[src/rtl/mult_sched.sv]
`timescale 1ns/1ps
// Two requesters share one fractional multiplier through a three-stage pipeline
// (operand, product, accumulate) that updates per-requester 56-bit accumulators.
module mult_sched #(
  parameter int DATA_W = 24,
  parameter int COEF_W = 24,
  parameter int ACC_W  = 56
) (
  input  logic                     clk,
  input  logic                     reset_n,
  input  logic                     req0,
  input  logic                     req1,
  input  logic [1:0]               op0,
  input  logic [1:0]               op1,
  input  logic [DATA_W-1:0]        x0,
  input  logic [COEF_W-1:0]        y0,
  input  logic [DATA_W-1:0]        x1,
  input  logic [COEF_W-1:0]        y1,
  input  logic                     hold,
  output logic                     gnt0,
  output logic                     gnt1,
  output logic [DATA_W-1:0]        mx,
  output logic [COEF_W-1:0]        my,
  input  logic [DATA_W+COEF_W-1:0] mprod,
  output logic                     rvalid,
  output logic                     rid,
  output logic [ACC_W-1:0]         racc,
  output logic                     busy
);

  localparam int PROD_W = DATA_W + COEF_W;

  localparam logic [1:0] OP_MPY  = 2'b00;
  localparam logic [1:0] OP_MAC  = 2'b01;
  localparam logic [1:0] OP_MACN = 2'b10;

  function automatic logic signed [ACC_W-1:0] sext_prod(input logic [PROD_W-1:0] p);
    return {{(ACC_W-PROD_W){p[PROD_W-1]}}, p};
  endfunction

  // Plain two's-complement wrap; no saturation anywhere in the accumulator path.
  function automatic logic signed [ACC_W-1:0] acc_update(
    input logic [1:0]              op,
    input logic signed [ACC_W-1:0] acc,
    input logic signed [ACC_W-1:0] p
  );
    case (op)
      OP_MPY:  return p;
      OP_MAC:  return acc + p;
      OP_MACN: return acc - p;
      default: return '0;
    endcase
  endfunction

  logic                    last_gnt;
  logic                    pick1;
  logic                    accept;
  logic                    vld_p0, vld_p1, vld_p2, rvalid_q;
  logic                    id_p0, id_p1, id_p2;
  logic [1:0]              op_p0, op_p1, op_p2;
  logic signed [ACC_W-1:0] prod_p1, prod_p2;
  logic signed [ACC_W-1:0] acc0, acc1, acc_cur, acc_nxt;

  // last_gnt=1 means requester 1 won most recently, so requester 0 wins the next tie.
  always_comb begin
    pick1  = req1 & (~req0 | ~last_gnt);
    gnt0   = reset_n & ~hold & req0 & ~pick1;
    gnt1   = reset_n & ~hold & pick1;
    accept = gnt0 | gnt1;
  end

  always_comb begin
    acc_cur = id_p2 ? acc1 : acc0;
    acc_nxt = acc_update(op_p2, acc_cur, prod_p2);
    rvalid  = rvalid_q & ~hold;
    busy    = vld_p0 | vld_p1 | vld_p2 | rvalid_q;
  end

  always_ff @(posedge clk or negedge reset_n) begin
    if (!reset_n) begin
      last_gnt <= 1'b1;
      vld_p0   <= 1'b0;
      vld_p1   <= 1'b0;
      vld_p2   <= 1'b0;
      rvalid_q <= 1'b0;
    end else if (!hold) begin
      if (accept) last_gnt <= gnt1;
      vld_p0   <= accept;
      vld_p1   <= vld_p0;
      vld_p2   <= vld_p1;
      rvalid_q <= vld_p2;
    end
  end

  // S1: operand register; mx/my keep their last values when nothing is granted.
  always_ff @(posedge clk or negedge reset_n) begin
    if (!reset_n) begin
      mx <= '0;
      my <= '0;
    end else if (!hold && accept) begin
      mx <= gnt1 ? x1 : x0;
      my <= gnt1 ? y1 : y0;
    end
  end

  // S1 tags, S2 product capture, S3 product/tag register.
  always_ff @(posedge clk) begin
    if (!hold) begin
      if (accept) begin
        id_p0 <= gnt1;
        op_p0 <= gnt1 ? op1 : op0;
      end
      prod_p1 <= sext_prod(mprod);
      id_p1   <= id_p0;
      op_p1   <= op_p0;
      prod_p2 <= prod_p1;
      id_p2   <= id_p1;
      op_p2   <= op_p1;
    end
  end

  // Accumulator write and result register.
  always_ff @(posedge clk or negedge reset_n) begin
    if (!reset_n) begin
      acc0 <= '0;
      acc1 <= '0;
      rid  <= 1'b0;
      racc <= '0;
    end else if (!hold && vld_p2) begin
      if (id_p2) acc1 <= acc_nxt;
      else       acc0 <= acc_nxt;
      rid  <= id_p2;
      racc <= acc_nxt;
    end
  end

endmodule

[config.mk]
export PLATFORM = sky130hd
export DESIGN_NAME = mult_sched
export DESIGN_NICKNAME = d
export VERILOG_FILES = /design/src/rtl/mult_sched.sv
export SDC_FILE = /design/constraint.sdc
export NUM_CORES = 1
export LEC_CHECK = 0
export ABC_AREA = 1
export ABC_CLOCK_PERIOD_IN_PS = 4650
export BUFFER_PORTS_ARGS = -buffer_cell sky130_fd_sc_hd__buf_4
export CORE_ASPECT_RATIO = 1.25
export CORE_UTILIZATION = 59
export DETAILED_ROUTE_END_ITERATION = 12
export GPL_TIMING_DRIVEN = 0
export PLACE_DENSITY = 0.86
export SYNTH_ARGS = -nofsm -noshare
export SYNTH_HDL_FRONTEND = slang
export SYNTH_SLANG_ARGS = --single-unit
[constraint.sdc]
create_clock -name clk -period 4.65 [get_ports clk]
set_input_delay 0.6975 -clock clk [delete_from_list [all_inputs] [get_ports clk]]
set_output_delay 0.6975 -clock clk [all_outputs]
set_load 0.01 [all_outputs]
==> impl_results.html <==
<table>
<tr><th>Metric</th><th>Value</th></tr>
<tr><th colspan="2">Critical path</th></tr>
<tr><td>CP max FO</td><td>10</td></tr>
<tr><td>Max stage delay on crit path</td><td>430 ps</td></tr>
<tr><td>Arrival time reported for the critical path endpoint</td><td>5020 ps</td></tr>
<tr><td>Crit path kind</td><td>reg -&gt; reg</td></tr>
<tr><td>FF-to-FF End</td><td>acc1[32]</td></tr>
<tr><td>CP Capture Type</td><td>flip-flop</td></tr>
<tr><td>WP buf/inv</td><td>6</td></tr>
<tr><td>R2R cell count</td><td>22</td></tr>
<tr><td>Cell type with the highest occurrence count on the critical path</td><td>sky130_fd_sc_hd__nand2_1</td></tr>
<tr><td>Required time at the worst-slack endpoint</td><td>around 5200 ps</td></tr>
<tr><td>Crit start category</td><td>flip-flop</td></tr>
<tr><td>Logic depth of the worst path, buffers included</td><td>22</td></tr>
<tr><td>Start of the worst register-to-register path</td><td>op_p2[0]</td></tr>
<tr><td>Register-to-Register Setup Slack</td><td>about 140 ps</td></tr>
<tr><td>Cells along the critical path</td><td>inv_1 &gt; ha_1 &gt; clkbuf_4 &gt; clkinv_2 &gt; clkbuf_2 &gt; nand2_1 &gt; xor2_1 &gt; inv_1 &gt; ha_1 &gt; nand2_1 &gt; inv_1 &gt; a21oi_1 &gt; nor2_1 &gt; nor2_1 &gt; nand2_1 &gt; nand3_1 &gt; nand2_1 &gt; nand2_1 &gt; nand3_1 &gt; o21ai_1 &gt; nand3_1 &gt; nand2_1</td></tr>
<tr><td>Cell family contributing the most delay on the critical path</td><td>simple AND/OR/NAND/NOR gates</td></tr>
<tr><td>Worst path slowest cell</td><td>sky130_fd_sc_hd__edfxtp_1</td></tr>
<tr><th colspan="2">STA</th></tr>
<tr><td>Final setup violation count</td><td>0</td></tr>
<tr><td>Post-Route Skew</td><td>18.53 ps</td></tr>
<tr><td>Setup TNS</td><td>0 ps</td></tr>
<tr><td>Count of pins over their slew limit</td><td>0</td></tr>
<tr><td>Relative slew margins</td><td>25.62%</td></tr>
<tr><td>Count of final hold-check violations</td><td>0</td></tr>
<tr><td>Max Clock Freq</td><td>221.7 MHz</td></tr>
<tr><td>Final critical-path share of the clock period</td><td>97.00%</td></tr>
<tr><td>Period minus WS final</td><td>4511 ps</td></tr>
<tr><td>Measured slew at the worst slew-check pin</td><td>1116 ps</td></tr>
<tr><th colspan="2">Die</th></tr>
<tr><td>Die Footprint</td><td>34020 sq um</td></tr>
<tr><td>I/O pin total</td><td>262</td></tr>
<tr><td>Starting density of the core</td><td>60.08%</td></tr>
<tr><td>Die X</td><td>roughly 170 um</td></tr>
<tr><td>Std cell rows</td><td>74</td></tr>
<tr><td>Area inside the core boundary</td><td>32680 sq um</td></tr>
<tr><td>Overall die height</td><td>206.0 um</td></tr>
<tr><th colspan="2">Drt</th></tr>
<tr><td>Residual DRC</td><td>0</td></tr>
<tr><td>Vias</td><td>20831</td></tr>
<tr><td>Post-DR vias/cell</td><td>5.986</td></tr>
<tr><td>Final routed wirelength across all metal layers</td><td>77190 um</td></tr>
<tr><td>Wirelength per Cell</td><td>22.18 um</td></tr>
<tr><td>DRT iter0 DRCs</td><td>approximately 2500</td></tr>
<tr><td>Antenna violation net count after detailed routing</td><td>0</td></tr>
<tr><td>DRT Pass-1 Iters</td><td>8</td></tr>
<tr><th colspan="2">Clock network</th></tr>
<tr><td>Deepest clock path buffer count</td><td>3</td></tr>
<tr><td>Worst skew pair latency</td><td>around 600 ps</td></tr>
<tr><td>Clock sinks</td><td>327</td></tr>
<tr><td>Clock tree from TritonCTS</td><td>built</td></tr>
<tr><td>CTS H-Tree Depth</td><td>1</td></tr>
<tr><td>Clock-pin slew on the worst setup and hold paths</td><td>70 ps</td></tr>
<tr><td>Cell at the root of the clock tree</td><td>sky130_fd_sc_hd__clkbuf_16</td></tr>
<tr><td>TritonCTS Buffers</td><td>31</td></tr>
<tr><td>Count of hold-fix buffers inserted at cts</td><td>0</td></tr>
<tr><th colspan="2">Flow run</th></tr>
<tr><td>Max-cap check violation count</td><td>0</td></tr>
<tr><th colspan="2">Global routing</th></tr>
<tr><td>Number of antenna violations at the first check in global routing</td><td>2</td></tr>
<tr><td>Largest net degree at the start of global routing</td><td>121</td></tr>
<tr><td>Number of global-route vias before repair</td><td>19988</td></tr>
<tr><td>Remaining global-route overflow</td><td>0</td></tr>
<tr><td>Overall fraction of global-route tracks in use</td><td>between 40% and 50%</td></tr>
<tr><td>First-pass GRT wire length</td><td>112700 um</td></tr>
<tr><th colspan="2">Layout</th></tr>
<tr><td>Synthesis-to-layout area growth</td><td>18.32%</td></tr>
<tr><td>Net count, final</td><td>~3200</td></tr>
<tr><td>Number of inserted filler cells in the final layout</td><td>2515</td></tr>
<tr><td>Post-Route Utilization</td><td>71.09%</td></tr>
<tr><td>Layout cell share with drive strength beyond 1</td><td>12.59%</td></tr>
<tr><td>Area of the multi-input gates</td><td>around 9400 sq um</td></tr>
<tr><td>Post-route cell area</td><td>23230 sq um</td></tr>
<tr><td>Sequential cell area in the final layout</td><td>8710 sq um</td></tr>
<tr><th colspan="2">Outcome</th></tr>
<tr><td>Result of the run</td><td>finished clean</td></tr>
<tr><th colspan="2">Yosys</th></tr>
<tr><td>Number of different library cells in the post-synthesis netlist</td><td>50</td></tr>
<tr><td>Mean area per synthesized cell</td><td>7.172 sq um</td></tr>
<tr><td>Proportion of netlist area held by the largest area contributor</td><td>28.16%</td></tr>
<tr><td>Post-Syn Area</td><td>19640 sq um</td></tr>
<tr><td>Fraction of registers with async set/reset</td><td>approximately 68%</td></tr>
<tr><td>Synth warnings</td><td>0</td></tr>
<tr><td>Count of mapped cells out of synthesis</td><td>2738</td></tr>
<tr><td>Cell type with the highest aggregate area in the netlist</td><td>sky130_fd_sc_hd__dfrtp_1</td></tr>
<tr><td>Number of flops mapped to enable cells by yosys</td><td>between 100 and 150</td></tr>
<tr><td>Cell types with the largest area share after synthesis</td><td>sky130_fd_sc_hd__dfrtp_1 28%, sky130_fd_sc_hd__nand2_1 22%, sky130_fd_sc_hd__edfxtp_1 16%</td></tr>
<tr><td>Most frequently used flop master after synthesis</td><td>sky130_fd_sc_hd__dfrtp_1</td></tr>
<tr><td>Syn_nets</td><td>approximately 3000</td></tr>
<tr><td>Synthesized flop and latch total</td><td>327</td></tr>
<tr><td>Most repeated cell in the gate-level netlist after synthesis</td><td>sky130_fd_sc_hd__nand2_1</td></tr>
<tr><td>Part of the Yosys area used for sequential elements</td><td>44.35%</td></tr>
<tr><td>Ranking of synthesized cells by instance count</td><td>1175 x sky130_fd_sc_hd__nand2_1, 300 x sky130_fd_sc_hd__inv_1, 242 x sky130_fd_sc_hd__nand3_1</td></tr>
<tr><th colspan="2">Placement</th></tr>
<tr><td>Placed wire-length estimate after detailed placement</td><td>57620 um</td></tr>
<tr><td>Post-DP Area</td><td>22180 sq um</td></tr>
<tr><td>Routability Congestion</td><td>1.086</td></tr>
<tr><td>Number of input and output port buffers inserted</td><td>260</td></tr>
<tr><th colspan="2">Power and ir drop</th></tr>
<tr><td>Leak Pwr</td><td>0.01245 uW</td></tr>
<tr><td>Worst voltage drop across the vdd grid</td><td>0.4635 mV</td></tr>
<tr><td>PwrDens</td><td>509.4 nW/um^2</td></tr>
<tr><th colspan="2">Min path</th></tr>
<tr><td>Worst min-delay path class</td><td>in -&gt; async</td></tr>
</table>
routing by layer:
layer,GRT usage (%),vias up,wire [um]
li1,-,9237,-
met1,54.66,9682,27890
met2,72.10,1530,34800
met3,10.01,382,8677
met4,29.13,0,5823
met5,0,-,0
report_power, final:
part	internal, uW	total, uW	switching [uW]
logic	1690	4990	3290
clock network	1470	2650	1180
registers	3710	4200	491
worst max path at each step:
stage                  start  endpoint  slack, ps
floorplan               hold      gnt0        210
global placement        hold      gnt0       -820
detailed placement  op_p2[0]  racc[32]          4
CTS                 op_p2[0]  acc0[36]        160
global route        op_p2[0]  acc0[36]        -20
finish              op_p2[0]  acc1[32]        140
kinds of logic after synthesis:
logic type / synth area share, %
AND/OR/NAND/NOR: 35.66
buffers and inverters: 7.773
multiplexers: 0.05097
adder cells (fa/ha/maj): 3.861
AO/OA/AOI/OAI: 5.811
flip-flops: 44.35
XOR/XNOR: 2.491
cells in the final DEF (no fill, tap or decap), types with 9 or more instances in the layout:
| cell | count |
|---|---|
| sky130_fd_sc_hd__o21ai_0 | 102 |
| sky130_fd_sc_hd__nor2_1 | 171 |
| sky130_fd_sc_hd__ha_1 | 59 |
| sky130_fd_sc_hd__o22ai_1 | 11 |
| sky130_fd_sc_hd__inv_1 | 299 |
| sky130_fd_sc_hd__nor2_2 | 10 |
| sky130_fd_sc_hd__nand4_1 | 18 |
| sky130_fd_sc_hd__edfxtp_1 | 105 |
| sky130_fd_sc_hd__nand3_2 | 9 |
| sky130_fd_sc_hd__nand2_1 | 1175 |
| sky130_fd_sc_hd__buf_4 | 259 |
| sky130_fd_sc_hd__a21oi_1 | 58 |
| sky130_fd_sc_hd__o21bai_1 | 10 |
| sky130_fd_sc_hd__nor3_1 | 16 |
| sky130_fd_sc_hd__nand3_1 | 242 |
| sky130_fd_sc_hd__o21ai_1 | 13 |
| sky130_fd_sc_hd__clkbuf_1 | 77 |
| sky130_fd_sc_hd__xnor2_1 | 11 |
| sky130_fd_sc_hd__dfrtp_1 | 221 |
| sky130_fd_sc_hd__clkbuf_16 | 31 |
| sky130_fd_sc_hd__buf_1 | 10 |
| sky130_fd_sc_hd__xor2_1 | 43 |
| sky130_fd_sc_hd__clkinv_1 | 9 |
final cells by class:
cell class,count,area share [%]
buffer,95,1.599
antenna,4,0.04308
clock buffer,34,3.430
timing repair buffer,262,8.670
multi-input combinational,2007,40.46
inverter,309,5.008
clock inverter,24,1.050
sequential,327,37.49
tap,418,2.251
through the flow:
step / instances / total power [uW] / hold slack (ps) / setup slack, ps
3_5_place_dp: 3418 / 8972 / 404.5 / 3.826
5_1_grt: 3478 / 12390 / 243.4 / -21.89
6_report: 3480 / 11840 / 173.7 / 139.4
4_1_cts: 3476 / 11650 / 203.4 / 157.2
2_1_floorplan: 2738 / 7089 / 400.3 / 212.9
3_3_place_gp: 3416 / 8799 / 400.5 / -824.6
sequential cells by signal (all words and copies together), names as in the netlist, 24 cells and up:
register  count
prod_p1      48
my           24
acc1         56
acc0         56
prod_p2      48
mx           24
racc         56
timing repair:
action	4_1_cts	5_1_grt
setup buffers	0	0
cloned	0	0
gates resized for setup	1	3
endpoints found under the setup margin	5	17
No activity file was read; power rests on OpenSTA's default activity.
